`config.mk`:
```
export PLATFORM = sky130hd
export DESIGN_NAME = instr_fetch_stage
export DESIGN_NICKNAME = d
export VERILOG_FILES = /design/src/rtl/instr_fetch_stage.sv
export SDC_FILE = /design/constraint.sdc
export NUM_CORES = 1
export LEC_CHECK = 0
export ABC_AREA = 1
export CORE_ASPECT_RATIO = 0.7
export CORE_MARGIN = 3
export CORE_UTILIZATION = 60
export DETAILED_ROUTE_END_ITERATION = 8
export DONT_BUFFER_PORTS = 1
export GPL_ROUTABILITY_DRIVEN = 0
export GPL_TIMING_DRIVEN = 0
export PLACE_DENSITY_LB_ADDON = 0.05
export REMOVE_ABC_BUFFERS = 1
export SLEW_MARGIN = 10
export SYNTH_ARGS = -nofsm -noshare
export SYNTH_HDL_FRONTEND = slang
export SYNTH_SLANG_ARGS = --single-unit
```
`constraint.sdc`:
```
create_clock -name clk -period 6.65 [get_ports clk]
set_input_delay 0 -clock clk [delete_from_list [all_inputs] [get_ports clk]]
set_output_delay 0 -clock clk [all_outputs]
set_load 0.005 [all_outputs]
```
`src/rtl/instr_fetch_stage.sv`:
```
// Instruction fetch stage: drives the instruction-memory request, owns the PC and
// the IF/ID register, with a one-entry skid buffer for decode back-pressure.
module instr_fetch_stage #(
  parameter logic [31:0] RESET_PC = 32'h0000_0000,
  parameter int          OPC_MSB  = 31
) (
  input  logic        clk,
  input  logic        rst_n,
  output logic        imem_req,
  output logic [31:0] imem_addr,
  input  logic        imem_ready,
  input  logic [31:0] imem_rdata,
  input  logic        stall,
  input  logic        redirect_valid,
  input  logic [31:0] redirect_pc,
  output logic        if_id_valid,
  output logic [31:0] if_id_pc,
  output logic [31:0] if_id_instr,
  output logic [4:0]  if_id_opcode,
  output logic [31:0] if_id_pc_plus4
);

  typedef enum logic [1:0] {BOOT, FETCH, HOLD, DRAIN} state_t;

  state_t      state, state_nxt;
  logic [31:0] pc, pc_nxt;
  logic [31:0] pend_pc, pend_pc_nxt;
  logic        skid_vld, skid_vld_nxt;
  logic [31:0] skid_pc, skid_pc_nxt;
  logic [31:0] skid_instr, skid_instr_nxt;
  logic        vld_p1, vld_p1_nxt;
  logic [31:0] pc_p1, pc_p1_nxt;
  logic [31:0] instr_p1, instr_p1_nxt;

  function automatic logic [31:0] word_align(input logic [31:0] addr);
    return addr & ~32'h0000_0003;
  endfunction

  assign imem_req  = (state == FETCH) || (state == DRAIN);
  assign imem_addr = pc;

  always_comb begin
    state_nxt      = state;
    pc_nxt         = pc;
    pend_pc_nxt    = pend_pc;
    skid_vld_nxt   = skid_vld;
    skid_pc_nxt    = skid_pc;
    skid_instr_nxt = skid_instr;
    vld_p1_nxt     = vld_p1;
    pc_p1_nxt      = pc_p1;
    instr_p1_nxt   = instr_p1;

    if (redirect_valid && (!imem_req || imem_ready)) begin
      // Nothing in flight (or it returns now and is dropped): restart at once.
      pc_nxt       = word_align(redirect_pc);
      vld_p1_nxt   = 1'b0;
      skid_vld_nxt = 1'b0;
      state_nxt    = FETCH;
    end else if (redirect_valid) begin
      // A request is outstanding; its address must stay put until it completes.
      pend_pc_nxt  = word_align(redirect_pc);
      vld_p1_nxt   = 1'b0;
      skid_vld_nxt = 1'b0;
      state_nxt    = DRAIN;
    end else begin
      unique case (state)
        BOOT: state_nxt = FETCH;
        FETCH: begin
          if (imem_ready) begin
            pc_nxt = pc + 32'd4;
            if (vld_p1 && stall) begin
              skid_vld_nxt   = 1'b1;
              skid_pc_nxt    = pc;
              skid_instr_nxt = imem_rdata;
              state_nxt      = HOLD;
            end else begin
              vld_p1_nxt   = 1'b1;
              pc_p1_nxt    = pc;
              instr_p1_nxt = imem_rdata;
            end
          end else if (!stall) begin
            vld_p1_nxt = 1'b0;
          end
        end
        HOLD: begin
          if (!stall) begin
            vld_p1_nxt   = skid_vld;
            pc_p1_nxt    = skid_pc;
            instr_p1_nxt = skid_instr;
            skid_vld_nxt = 1'b0;
            state_nxt    = FETCH;
          end
        end
        DRAIN: begin
          if (imem_ready) begin
            pc_nxt    = pend_pc;
            state_nxt = FETCH;
          end
        end
        default: state_nxt = BOOT;
      endcase
    end
  end

  // ---- IF/ID register boundary ----
  always_ff @(posedge clk) begin
    if (!rst_n) begin
      state    <= BOOT;
      pc       <= RESET_PC;
      pend_pc  <= 32'h0;
      skid_vld <= 1'b0;
      vld_p1   <= 1'b0;
      pc_p1    <= 32'h0;
      instr_p1 <= 32'h0;
    end else begin
      state    <= state_nxt;
      pc       <= pc_nxt;
      pend_pc  <= pend_pc_nxt;
      skid_vld <= skid_vld_nxt;
      vld_p1   <= vld_p1_nxt;
      pc_p1    <= pc_p1_nxt;
      instr_p1 <= instr_p1_nxt;
    end
  end

  always_ff @(posedge clk) begin
    skid_pc    <= skid_pc_nxt;
    skid_instr <= skid_instr_nxt;
  end

  assign if_id_valid    = vld_p1;
  assign if_id_pc       = pc_p1;
  assign if_id_instr    = instr_p1;
  assign if_id_opcode   = instr_p1[OPC_MSB -: 5];
  assign if_id_pc_plus4 = pc_p1 + 32'd4;

endmodule
```
---- Word-level counts from Yosys, hierarchy flattened ----
Index checks and enable logic that the tools add are counted.
cells by class
  bitwise logic cells ..................... 3
  magnitude comparators ................... 0
  reduce and logical (&&, ||, !) cells .... 20
  div/mod/pow operators ................... 0
  shifts and indexed selects .............. 0
  add/subtract/negate cells ............... 2
  equality and inequality tests ........... 21
  multiply operators ...................... 0
  multiplexer cells ....................... 28
operators with widths
  operator                                               number
  2-to-1 mux 32 bit                                      10
  one-hot mux 32 bit (2 select lines)                    3
  adder 32 x 3 -> 32 bit, second input constant          2
  AND reduction 4 bit                                    6
  inequality test 3 bit, second input constant           5
  2-to-1 mux 2 bit                                       5
  inequality test 3 x 2 -> 1 bit, second input constant  3
  inequality test 2 bit, second input constant           4
  inequality test 4 x 3 -> 1 bit, second input constant  2
  one-hot mux 2 bit (4 select lines)                     1
  2-to-1 mux 1 bit                                       7
  AND reduction 6 bit                                    1
  AND reduction 5 bit                                    1
  == test 2 bit, second input constant                   2
  inequality test 2 x 1 -> 1 bit, second input constant  2
  inequality test 4 x 2 -> 1 bit, second input constant  1
  inequality test 4 bit, second input constant           1
  one-hot mux 1 bit (2 select lines)                     2
  nonzero test 2 bit                                     2
  NOT 1 bit                                              3
  nonzero test 3 bit                                     1
  OR reduction 3 bit                                     1
  == test 2 x 1 -> 1 bit, second input constant          1
  logical AND 1 bit                                      2
  other kinds (5)                                        6
storage, ports and cells
  bits in latches ......................... 0
  word-level logic and storage cells ...... 85
  memories kept ........................... 0
  bits in registers ....................... 194
  bits in read-only memories .............. 0
  bits in writable memories ............... 0
  bits of input ports ..................... 69

---- Logic depth before layout (Yosys ltp) ----
  word-level depth ........................ 7
  mapped depth ............................ 10
  gate-level depth less buffers ........... 10

---- Worst setup path before layout ----
OpenSTA, ideal clock, no wires.
  path kind ............................... register -> register
  start point ............................. register state[0]
  end point ............................... register skid_instr[0], enable pin
  arrival time ............................ 3.405 ns
  setup slack ............................. 2.758 ns
  library setup time ...................... 0.487 ns
  stages on the path, launching flop included .. 5
  data required time ...................... 6.163 ns
  path through ............................ dfxtp_1 -> nand2_1 -> inv_1 -> nand3_1 -> nor2_1
on the way
  word-level cells in the longest chain between the ends .. 7
RTL lines
  element                                                         line    text
  from (decl)                                                     25      state_t state, state_nxt;
  from (signal assigned)                                          116     state <= state_nxt;
  == test 2 x 1 -> 1 bit / == test 2 bit (equally long branches)  39, 66
  logical OR 1 bit                                                39      assign imem_req = (state == FETCH) || (state == DRAIN);
  zero test 1 bit                                                 53      if (redirect_valid && (!imem_req || imem_ready)) begin
  logical OR 1 bit                                                53
  logical AND 1 bit                                               53
  NOT 1 bit (no source line)                                      n/a
  AND reduction 5 bit (no source line) (*)                        n/a
  to (signal assigned)                                            128     skid_instr <= skid_instr_nxt;
  to (decl)                                                       30      logic [31:0] skid_instr, skid_instr_nxt;
Mark *: on every way between the ends. The rest lies on a longest branch, timed or not.
A chain may end at the register's enable or synchronous reset.

---- Final worst setup path ----
  start point ............................. register state[0]
  end point ............................... register pc[5], in the netlist imem_addr[5]
on the way
  word-level cells in the longest chain between the ends .. 7
RTL lines
  element                                                                        line    text
  == test 2 x 1 -> 1 bit / == test 2 bit (equally long branches)                 39, 66
  logical OR 1 bit                                                               39
  zero test 1 bit                                                                53
  logical OR 1 bit                                                               53
  logical AND 1 bit                                                              53
  inequality test 3 x 2 -> 1 bit (no source line), or another cell as far along  n/a
  AND reduction 4 bit (no source line)                                           n/a
  to (signal assigned)                                                           117     pc <= pc_nxt;
  to (decl)                                                                      26      logic [31:0] pc, pc_nxt;
Several ways; a longest one is shown, not always the timed one. The select of a mux whose other input is x is not followed.

==> impl_metrics.env <==
export IMPL_outcome="completed"
export IMPL_syn_to_final_growth_pct=14.6
export IMPL_post_route_period_util=0.476
export IMPL_die_area_sq_um=17000
export IMPL_synth_ff_type="dfxtp_1"
export IMPL_drive_above_1_share=0.0475
export IMPL_period_needed_ns=3.16
export IMPL_grt_pass1_wl_mm=40.8
export IMPL_initial_core_util=0.623
export IMPL_fillers=1214
export IMPL_io_pins=204
export IMPL_worstMarginPinSlew_ns=1.20
export IMPL_place_inst=1352
export IMPL_worstPathRequired_ns=7.03
export IMPL_diodes=0
export IMPL_cts_root_buf="clkbuf_16"
export IMPL_relSlewSlack=0.202
export IMPL_synth_area_sq_um=9280
export IMPL_htreeDepth=4
export IMPL_grt_usage=0.303
export IMPL_max_cap_violations=0
export IMPL_drt_iter0_markers=929
export IMPL_p_leak_nw=3.96
export IMPL_timing_hold_ws_ns=0.0129
export IMPL_setup_viol=0
export IMPL_grt_max_degree=125
export IMPL_crit_slowest_cell="a21oi_4"
export IMPL_hold_viol_final=0
export IMPL_hpwlAfterDp_mm=16.8
export IMPL_clock_sinks=194
export IMPL_worstSetupPathType="reg -> reg"
export IMPL_synth_edf_count=64
export IMPL_viasPerCell=5.80
export IMPL_first_global_vias=7676
export IMPL_num_rows=37
export IMPL_syn_mean_instance_area_sq_um=7.60
export IMPL_critPathMaxFanout=46
export IMPL_vias=8457
export IMPL_layout_commonest_cell="nand2_1"
export IMPL_crit_buf_inv=3
export IMPL_clkTransAtPathRegs_ns=0.08
export IMPL_postLayoutCellArea_sq_um=10600
export IMPL_p_int_mw=1.91
export IMPL_crit_path_end_kind="register"
export IMPL_dieHeight_um=110
export IMPL_synth_cells=1222
export IMPL_cpLargestDelayFamily="buffers and inverters"
export IMPL_coreArea_sq_um=14900
export IMPL_wl_per_cell_um=18.0
export IMPL_ys_ff_latch=194
export IMPL_numCtsBuffers=17
export IMPL_async_flop_share=0
export IMPL_layout_common_cells="nand2_1, a21oi_1, dfxtp_1"
export IMPL_clk_latency_ns=0.44
export IMPL_p_sw_mw=0.739
export IMPL_routed_wl_mm=26.2
export IMPL_dr_pass1_iters=5
export IMPL_synth_cell_types=34
export IMPL_fmax_ghz=0.316
export IMPL_irDropWorstVdd_uv=149
export IMPL_drv_slew=0
export IMPL_switching_share=0.279
export IMPL_start_kind="register"
export IMPL_drt_antenna_violating_nets=0
export IMPL_fin_nets=1320
export IMPL_rsz0062_at_grt="false"
export IMPL_fin_setup_tns_ns=0
export IMPL_pwr_share_comb=0.108
export IMPL_cp_arrival_ns=3.55
export IMPL_cp_cell_sequence="inv_2, a21oi_4, o21ai_0, dlygate4sd3_1, a31oi_1, dlygate4sd3_1"
export IMPL_powerDensity_nw_per_um2=249
export IMPL_crit_top_cell="dlygate4sd3_1"
export IMPL_cpPeakStageDelay_ns=0.91
export IMPL_overflow=0
export IMPL_die_width_um=155
export IMPL_route_detailed_drc=0
export IMPL_io_buffers=0
export IMPL_antenna_found_initial=1
export IMPL_yosysSeqAreaShare=0.487
export IMPL_yosysWarnings=0
export IMPL_finClkSkew_ns=0.00912
export IMPL_place_area_sq_um=9300
export IMPL_clock_path_buffers=2
export IMPL_tritoncts="built"
export IMPL_seq_power_share=0.509
export IMPL_power_frac_clock=0.383
export IMPL_final_cells=1457
export IMPL_hold_class="in -> reg"
cell type report:
| type | instances | area, sq um | area share |
|---|---|---|---|
| Clock buffer | 18 | 429 | 0.0403 |
| Timing Repair Buffer | 78 | 873 | 0.0821 |
| Sequential cell | 194 | 4520 | 0.425 |
| Tap cell | 195 | 244 | 0.0229 |
| Multi-Input combinational cell | 847 | 4000 | 0.376 |
| Inverter | 111 | 418 | 0.0393 |
| Clock inverter | 14 | 148 | 0.0139 |
path summary, 6_finish.rpt:
path,cells past startpoint,slack (ns),endpoint,start
worst max register to register,6,3.49,imem_addr[5],state[0]
worst min register to register,2,0.45,pend_pc[10],pend_pc[10]
worst min-delay path,3,0.01,imem_addr[19],redirect_valid
worst max-delay path,6,3.49,imem_addr[5],state[0]
through the flow:
stage | total power [mW] | utilization | worst slack, ns
after floorplan | 1.52 | - | 2.73
after global routing | 2.75 | 0.714 | 3.28
after CTS | 2.66 | 0.714 | 3.17
final | 2.65 | 0.714 | 3.49
after global placement | 1.60 | 0.615 | 0.914
after detailed placement | 1.60 | 0.624 | 3.66
what timing repair did:
item,4_1_cts,5_1_grt
hold buffers,73,0
buffers inserted,0,0
endpoints found under the hold margin,173,0
resized for setup,0,0
power by group through the flow:
stage / logic (mW) / registers [mW] / clock network (mW)
6_report: 0.286 / 1.35 / 1.02
5_1_grt: 0.323 / 1.36 / 1.07
4_1_cts: 0.284 / 1.35 / 1.02
3_5_place_dp: 0.228 / 1.38 / 0
3_3_place_gp: 0.221 / 1.38 / 0
2_1_floorplan: 0.173 / 1.35 / 0
synthesized netlist by cell type (5+ instances only):
cell	instances	area share
a21oi_1	204	0.11
a31oi_1	6	0.0040
buf_2	18	0.0097
buf_4	8	0.0065
buf_6	5	0.0061
clkbuf_1	39	0.016
dfxtp_1	130	0.28
edfxtp_1	64	0.21
inv_1	104	0.042
inv_2	6	0.0024
nand2_1	283	0.11
nand3_1	45	0.024
nand4_1	5	0.0034
nor2_1	108	0.044
nor3_1	14	0.0075
nor3_2	5	0.0054
o21ai_0	124	0.067
xnor2_1	6	0.0057
xor2_1	26	0.025
kinds of logic (layout without fill, tap and decap cells):
logic type | count (synthesis) | after routing | synth area share
adder cells (fa/ha/maj) | 2 | 2 | 0.00269
AND/OR/NAND/NOR | 471 | 471 | 0.208
XOR/XNOR | 32 | 32 | 0.0302
flip-flops | 194 | 194 | 0.487
buffers and inverters | 181 | 221 | 0.0829
AO/OA/AOI/OAI | 342 | 342 | 0.189
layer usage:
metal / global-route usage / wire length (um) / vias to the layer above
li1: - / - / 4101
met2: 0.461 / 11600 / 387
met5: 0 / 0 / -
met3: 0.0644 / 2300 / 39
met4: 0.0958 / 502 / 0
met1: 0.436 / 11800 / 3930
sequential cells by signal (all words and copies together), names as in the netlist:
signal	flops
pend_pc	30
skid_pc	32
skid_vld	1
skid_instr	32
imem_addr	32
if_id_valid	1
if_id_instr	32
state	2
if_id_pc	32
worst min-delay path, cell delays in order:
cell     delay (ns)
buf_12         0.17
a21oi_1        0.16
a21oi_1        0.07
No activity file was read; power rests on OpenSTA's default activity.
